## config.mk

```make
export PLATFORM = sky130hd
export DESIGN_NAME = decoder_cs_gen
export DESIGN_NICKNAME = d
export VERILOG_FILES = /design/src/rtl/decoder_pkg.sv /design/src/rtl/decoder_cs_gen_onehot.sv /design/src/rtl/decoder_cs_gen.sv
export SDC_FILE = /design/constraint.sdc
export NUM_CORES = 1
export LEC_CHECK = 0
export ABC_CLOCK_PERIOD_IN_PS = 3700
export BUFFER_PORTS_ARGS = -buffer_cell sky130_fd_sc_hd__buf_2
export CORE_AREA = 2 2 40 42
export DETAILED_ROUTE_END_ITERATION = 6
export DIE_AREA = 0 0 42 44
export PLACE_DENSITY_LB_ADDON = 0.2
export SYNTH_ARGS = -nofsm -noshare
export SYNTH_HDL_FRONTEND = slang
export SYNTH_SLANG_ARGS = --single-unit
```

## constraint.sdc

```tcl
create_clock -name clk -period 3.7 [get_ports clk]
set_input_delay 0.555 -clock clk [delete_from_list [all_inputs] [get_ports clk]]
set_output_delay 0.555 -clock clk [all_outputs]
set_load 0.05 [all_outputs]
```

## src/rtl/decoder_pkg.sv

```systemverilog
// decoder_pkg: shared types and helpers for the registered chip-select decoder.
//   cs_state_t    - controller states (IDLE, HOLD, GAP)
//   onehot_decode - index to one-hot, all-zero when the index is out of range
//   cnt_w         - counter width able to hold max(hold, gap) - 1
package decoder_pkg;

  typedef enum logic [1:0] {
    IDLE = 2'd0,
    HOLD = 2'd1,
    GAP  = 2'd2
  } cs_state_t;

  // Returns a 32-bit one-hot word; zero when sel is outside 0..out_n-1, so
  // callers can derive the range-valid flag from the OR of the result.
  function automatic logic [31:0] onehot_decode(input logic [31:0] sel,
                                                input int unsigned out_n);
    logic [31:0] r;
    if (sel < out_n) begin
      r = 32'd1 << sel;
    end else begin
      r = 32'd0;
    end
    return r;
  endfunction

  // Counter holds values up to max(hold, gap) - 1; never narrower than 1 bit.
  function automatic int cnt_w(input int hold_cycles, input int gap_cycles);
    int m;
    m = (hold_cycles > gap_cycles) ? hold_cycles : gap_cycles;
    if (m <= 1) begin
      return 1;
    end else begin
      return $clog2(m);
    end
  endfunction

endpackage

```

## src/rtl/decoder_cs_gen_onehot.sv

```systemverilog
// decoder_onehot: combinational SEL_W -> OUT_N one-hot decode with range flag.
//   sel    - index to decode
//   onehot - one-hot vector, all zero when sel >= OUT_N
//   valid  - high when sel < OUT_N
module decoder_onehot
  import decoder_pkg::*;
#(
  parameter int SEL_W = 2,
  parameter int OUT_N = 4
) (
  input  logic [SEL_W-1:0] sel,
  output logic [OUT_N-1:0] onehot,
  output logic             valid
);

  logic [31:0] full_s;

  assign full_s = onehot_decode(32'(sel), OUT_N);
  assign onehot = full_s[OUT_N-1:0];
  // A set bit can only appear below OUT_N, so any set bit means in range.
  assign valid  = |full_s;

endmodule

```

## src/rtl/decoder_cs_gen.sv

```systemverilog
// decoder_cs_gen: registered one-hot chip-select generator.
// A request in IDLE latches sel, drives y[sel] for HOLD_CYCLES cycles, keeps
// all lines low for GAP_CYCLES cycles, then pulses ack. en low aborts.
//   clk, rst - clock, asynchronous active-high reset
//   en       - global enable; low aborts HOLD/GAP
//   req, sel - request strobe and index, sampled only in IDLE
//   y        - one-hot chip selects
//   busy     - high in HOLD and GAP
//   ack      - one-cycle pulse after normal completion
//   err      - one-cycle pulse on out-of-range request or abort
// Optional build macro DECODER_CS_TRISTATE_EN: y floats ('z) whenever it is
// not actively selecting (en low, IDLE or GAP); otherwise those cycles drive 0.
module decoder_cs_gen
  import decoder_pkg::*;
#(
  parameter int SEL_W       = 2,
  parameter int OUT_N       = 4,
  parameter int HOLD_CYCLES = 3,
  parameter int GAP_CYCLES  = 1
) (
  input  logic             clk,
  input  logic             rst,
  input  logic             en,
  input  logic             req,
  input  logic [SEL_W-1:0] sel,
  output logic [OUT_N-1:0] y,
  output logic             busy,
  output logic             ack,
  output logic             err
);

  localparam int            CW        = cnt_w(HOLD_CYCLES, GAP_CYCLES);
  localparam logic [CW-1:0] HOLD_LOAD = CW'(HOLD_CYCLES - 1);
  localparam logic [CW-1:0] GAP_LOAD  = (GAP_CYCLES > 0) ? CW'(GAP_CYCLES - 1) : {CW{1'b0}};

  cs_state_t        state_r, state_n;
  logic [CW-1:0]    cnt_r, cnt_n;
  logic [SEL_W-1:0] sel_r, sel_n;
  logic [OUT_N-1:0] y_r, y_n;
  logic             busy_r, busy_n;
  logic             ack_r, ack_n;
  logic             err_r, err_n;

  logic [SEL_W-1:0] dec_sel_s;
  logic [OUT_N-1:0] dec_onehot_s;
  logic             dec_valid_s;

  // One decoder serves both jobs: in IDLE it range-checks the incoming index,
  // elsewhere it decodes the latched index that drives y.
  assign dec_sel_s = (state_r == IDLE) ? sel : sel_r;

  decoder_onehot #(
    .SEL_W (SEL_W),
    .OUT_N (OUT_N)
  ) u_dec (
    .sel    (dec_sel_s),
    .onehot (dec_onehot_s),
    .valid  (dec_valid_s)
  );

  // State, counter, latched select and all registered outputs.
  always_ff @(posedge clk or posedge rst) begin
    if (rst) begin
      state_r <= IDLE;
      cnt_r   <= {CW{1'b0}};
      sel_r   <= {SEL_W{1'b0}};
      y_r     <= {OUT_N{1'b0}};
      busy_r  <= 1'b0;
      ack_r   <= 1'b0;
      err_r   <= 1'b0;
    end else begin
      state_r <= state_n;
      cnt_r   <= cnt_n;
      sel_r   <= sel_n;
      y_r     <= y_n;
      busy_r  <= busy_n;
      ack_r   <= ack_n;
      err_r   <= err_n;
    end
  end

  // Next-state and next-output logic.
  always_comb begin
    state_n = state_r;
    cnt_n   = cnt_r;
    sel_n   = sel_r;
    y_n     = {OUT_N{1'b0}};
    ack_n   = 1'b0;
    err_n   = 1'b0;
    case (state_r)
      IDLE: begin
        if (en && req) begin
          if (dec_valid_s) begin
            state_n = HOLD;
            sel_n   = sel;
            cnt_n   = HOLD_LOAD;
            y_n     = dec_onehot_s;
          end else begin
            err_n = 1'b1;
          end
        end else begin
          state_n = IDLE;
        end
      end
      HOLD: begin
        if (!en) begin
          state_n = IDLE;
          cnt_n   = {CW{1'b0}};
          err_n   = 1'b1;
        end else if (cnt_r == {CW{1'b0}}) begin
          // y drops on this edge; gap may be configured away entirely.
          if (GAP_CYCLES > 0) begin
            state_n = GAP;
            cnt_n   = GAP_LOAD;
          end else begin
            state_n = IDLE;
            ack_n   = 1'b1;
          end
        end else begin
          cnt_n = cnt_r - {{(CW-1){1'b0}}, 1'b1};
          y_n   = dec_onehot_s;
        end
      end
      GAP: begin
        if (!en) begin
          state_n = IDLE;
          cnt_n   = {CW{1'b0}};
          err_n   = 1'b1;
        end else if (cnt_r == {CW{1'b0}}) begin
          state_n = IDLE;
          ack_n   = 1'b1;
        end else begin
          cnt_n = cnt_r - {{(CW-1){1'b0}}, 1'b1};
        end
      end
      default: begin
        state_n = IDLE;
        cnt_n   = {CW{1'b0}};
      end
    endcase
    busy_n = (state_n != IDLE);
  end

  assign busy = busy_r;
  assign ack  = ack_r;
  assign err  = err_r;

`ifdef DECODER_CS_TRISTATE_EN
  assign y = (en && state_r == HOLD) ? y_r : {OUT_N{1'bz}};
`else
  assign y = (en && state_r == HOLD) ? y_r : {OUT_N{1'b0}};
`endif

endmodule

```

Word level (Yosys, flattened, before mapping)
Cells that the tools add are included.
- flip-flop bits (word level): 13
- input port bits: 6
- output and inout bits: 7
- logic and storage cells: 51
- add/sub/neg operators: 1
- equality and inequality tests: 5
- shift operators: 1
- mux-type cells: 28
- reductions and logical operators: 9
- operators with widths (cell ; number):
    $reduce_or 32->1 ; 1
    $shl 1x2->32 const A ; 1
    $mux 2 ; 13
    $mux 4 ; 5
    $pmux 2 s3 ; 2
    $pmux 4 s2 ; 1
    $mux 1 ; 6
    $reduce_and 3->1 ; 2
    $logic_not 2->1 ; 2
    $ne 3x3->1 const B ; 1
    $eq 2x1->1 const B ; 1
    $eq 2x2->1 const B ; 1
    $logic_and 1x1->1 ; 2
    $ne 2x1->1 const B ; 1
    $ne 2x2->1 const B ; 1
    $pmux 1 s2 ; 1
    $reduce_bool 2->1 ; 1
    $reduce_or 2->1 ; 1
    $sub 2x1->2 const B ; 1

Logic depth before layout (Yosys ltp)
- depth in word-level cells: 8
- gate-level depth with buffers: 6
- depth with buffers taken out: 5

By module
From an unflattened synthesis, not the netlist that was laid out.
- cell total of the unflattened synthesis: 74
- area, all modules: 802.0 um^2
- modules (own cells, without submodules) (module ; instances ; cells each ; area an instance (um^2) ; sequential area each (um^2)):
    decoder_cs_gen ; 1 ; 68 ; 764.5 ; 325.3
    decoder_onehot ; 1 ; 6 ; 37.5 ; 0.0

Worst setup path after synthesis
No wires, ideal clock.
- path type: reg2out
- from: register state_r[1]
- to: output port y[0]
- arrival: 1.219 ns
- required time: 3.145 ns
- path slack: 1.926 ns
- cell stages (with the launch flop): 4
- cells stage by stage: dfrtp_1 > inv_1 > ha_1 > and3_1
- word-level cells in the longest chain between the ends: 3
- RTL lines (item ; RTL line ; RTL):
    from (decl) ; decoder_cs_gen.sv:36 ; cs_state_t state_r, state_n;
    from (signal assigned) ; decoder_cs_gen.sv:72 ; state_r <= state_n;
    $eq 2x1->1 ; decoder_cs_gen.sv:151 ; assign y = (en && state_r == HOLD) ? y_r : {OUT_N{1'b0}};
    $logic_and 1x1->1 ; decoder_cs_gen.sv:151 ;
    $mux 4 ; decoder_cs_gen.sv:151 ;
    to (decl) ; decoder_cs_gen.sv:26 ; output logic [OUT_N-1:0] y,
Every way passes these cells.

Final worst setup path
- from: register state_r[1]
- to: output port y[3]
Same word-level chain as after synthesis.

==> results.txt <==
Status -> complete, no violations
Post-Synthesis Net Count -> 89
Crit path arrival time -> 1.59 ns
Rows -> 14
P per Cell Area -> 414 nW/um2
Die W -> 42 um
CTS root buf -> clkbuf_4
Setup Buffers After CTS -> 0
Max Clk Rate -> 466 MHz
Reg clk slew, reported paths -> 0.08 ns
Multiplexer area fraction after synthesis -> 3.60%
Switching Power -> 111 uW
Setup TNS Final -> 0 ns
First-pass GRT wire length -> 2430 um
Min Tclk post-route -> 2.15 ns
CP endpoint kind -> primary output
Mapped Cells -> 75
Internal power -> 233 uW
Share of cells above drive strength 1 -> 21.1%
Yosys reg bits -> 13
Ports -> 13
Sequential fraction of the synthesis area -> 44.6%
# fillers -> 137
Lkg Pwr -> 0.440 nW
Worst hold path class -> input pin to asynchronous set/reset pin
GR met1 Demand/Resource -> 23.0%
Worst reg2reg path depth -> 5
DR pass1 iterations -> 4
EDFF count, synth -> 0
# hold bufs at CTS -> 0
Number of distinct library cells after synthesis -> 25
XOR/XNOR share of the synthesized area -> 0%
Diodes inserted -> 0
Dpl hpwl -> 1000 um
Reg-to-reg startpoint -> state_r[0]$_DFF_PP0_
Starting Density -> 51.4%
Maximum VDD drop -> 316 uV
Post_cts resized -> 0
Final Skew -> 0.00204 ns
Synth Flop Type -> dfrtp_1
Routed WL -> 1290 um
Comb pwr share -> 25.6%
Grt total ovfl -> 0
H-tree depth -> 1
DRC Markers -> 0
Met3 track demand over resource -> 4.17%
FF-to-FF End -> cnt_r[0]$_DFFE_PP0P_
Sw Ratio -> 32.3%
Worst slew margin -> 67.8%
Worst-Margin Slew -> 0.483 ns
Setup Viol. Count Final -> 0
Num CTS Buffers -> 3
Met2 usage -> 28.4%
Number of antenna violations at the first check in global routing -> 0
Starting DRC count in detailed routing -> 14
Mean routed wirelength per cell -> 12.1 um
Core Util, Final -> 58.6%
Die ar. -> 1850 um2
Area grow syn2layout -> 14.1%
CTS Buffer Depth -> 2
Simple logic cell fraction of the synthesized area -> 18.5%
Crit path kind -> register to primary output
CTS tree -> done
Syn Std Cell Area -> 729 um2
Synth Area per Inst -> 9.73 um2
Warning count from the yosys run -> 0
Adder-cell share of the synthesized area -> 13.7%
DR vias -> 563
Commonest cells after routing, fill and taps aside -> dfrtp_1, buf_2, inv_1, nor2_1, ha_1
DRT antenna net count -> 0
CP Launch Type -> register
Vias in the first global route -> 564
Crit path max fanout -> 9
CP cell instances -> inv_1 -> ha_1 -> and3_1 -> buf_2
RSZ-0062 raised after global routing -> no
Final Max Slew Viols -> 0
Clk pwr share -> 25.2%
Max incr delay on CP -> 0.41 ns
# nets final -> 105
FF-to-FF setup slack -> 2.15 ns
Worst EP required -> 3.14 ns
Via density -> 5.31
Port bufs -> 12
Synth Area in Compound Gates -> 14.4%
Endpoints failing hold -> 0
GRT Util Overall -> 18.0%
Most Crowded Layer GR -> met2
Crit share post-route -> 58.0%
Largest net degree at the start of global routing -> 14
Clock latency on the worst-skew pair -> 0.27 ns
Largest family of logic cells by synthesized area -> simple AND/OR/NAND/NOR gates
Sequential share of power -> 49.1%
Die extent in y -> 44 um
Post-synth ARST share -> 100%
Sink Count -> 13
Commonest non-fill, non-tap cell in the layout -> dfrtp_1
Max cap viols -> 0
GP Congestion -> 0.863
Core area -> 1420 um2
Slowest cell on crit path -> dfrtp_1
[power by group through the flow]
stage	logic [mW]	clock network, mW	registers [mW]
after floorplan	0.0593	0	0.179
after global placement	0.0872	0	0.171
after detailed placement	0.0893	0	0.172
after CTS	0.0894	0.0885	0.169
after global routing	0.103	0.0970	0.172
final	0.0883	0.0870	0.169
[how the worst max path moves through the flow]
| stage | from | endpoint | slack (ns) |
|---|---|---|---|
| 6_report | state_r[1]$_DFF_PP0_ | y[3] | 1.55 |
| 2_1_floorplan | state_r[1]$_DFF_PP0_ | y[0] | 1.93 |
| 3_5_place_dp | state_r[1]$_DFF_PP0_ | y[3] | 1.82 |
| 5_1_grt | state_r[1]$_DFF_PP0_ | y[3] | 1.41 |
| 3_3_place_gp | state_r[1]$_DFF_PP0_ | y[0] | 1.92 |
| 4_1_cts | state_r[1]$_DFF_PP0_ | y[3] | 1.52 |
[per-stage QoR]
step | power [mW] | cell area, um2 | cells | hold WS (ns) | setup slack (ns)
after floorplan | 0.238 | 729 | 75 | 0.432 | 1.93
after global placement | 0.258 | 806 | 102 | 0.546 | 1.92
after detailed placement | 0.261 | 806 | 102 | 0.560 | 1.82
after CTS | 0.347 | 832 | 106 | 0.297 | 1.52
after global routing | 0.371 | 832 | 106 | 0.313 | 1.41
final | 0.344 | 832 | 106 | 0.282 | 1.55
[state kept, by name, summed over array words and instances (netlist names)]
signal,cells
sel_r,2
state_r,2
ack,1
err,1
cnt_r,2
busy,1
y_r,4
[area by class of cell]
| class | count | area (um2) | area share (%) |
|---|---|---|---|
| Clock buffer | 4 | 26.3 | 3.16 |
| Tap cell | 16 | 20.0 | 2.41 |
| Timing Repair Buffer | 12 | 60.1 | 7.22 |
| Inverter | 9 | 33.8 | 4.06 |
| Sequential cell | 13 | 325 | 39.1 |
| Multi-Input combinational cell | 52 | 367 | 44.1 |
[synthesized netlist by cell type, types with 2 or more instances]
cell	number	area, um2
nand2b_1	3	18.8
o21ai_0	2	10.0
nand2_1	5	18.8
ha_1	8	100
dfrtp_1	13	325
and3_1	5	31.3
nand3_1	2	10.0
nor2_1	8	30.0
inv_1	9	33.8
a21oi_1	5	25.0
[critical path, delay by kind of cell, from the launching register on]
family | cells | cell delay, ns
adders and majority gates | 1 | 0.32
buffers and inverters | 2 | 0.38
DFF | 1 | 0.41
and+or+nand+nor | 1 | 0.21
[logic make-up (layout without fill, tap and decap cells)]
group | count (synthesis) | count (layout)
muxes | 2 | 2
adders and majority gates | 8 | 8
AOI/OAI and AO/OA | 15 | 15
and+or+nand+nor | 27 | 27
buffers and inverters | 10 | 25
DFF | 13 | 13
[layer usage]
layer | up-vias | share of wire, % | wire length [um]
met1 | 257 | 44 | 568
met4 | 0 | 2.8 | 36
met2 | 17 | 47 | 610
met5 | - | 0 | 0
met3 | 4 | 5.5 | 71
li1 | 285 | - | -
Note: power is estimated with default switching activity, not from simulation.
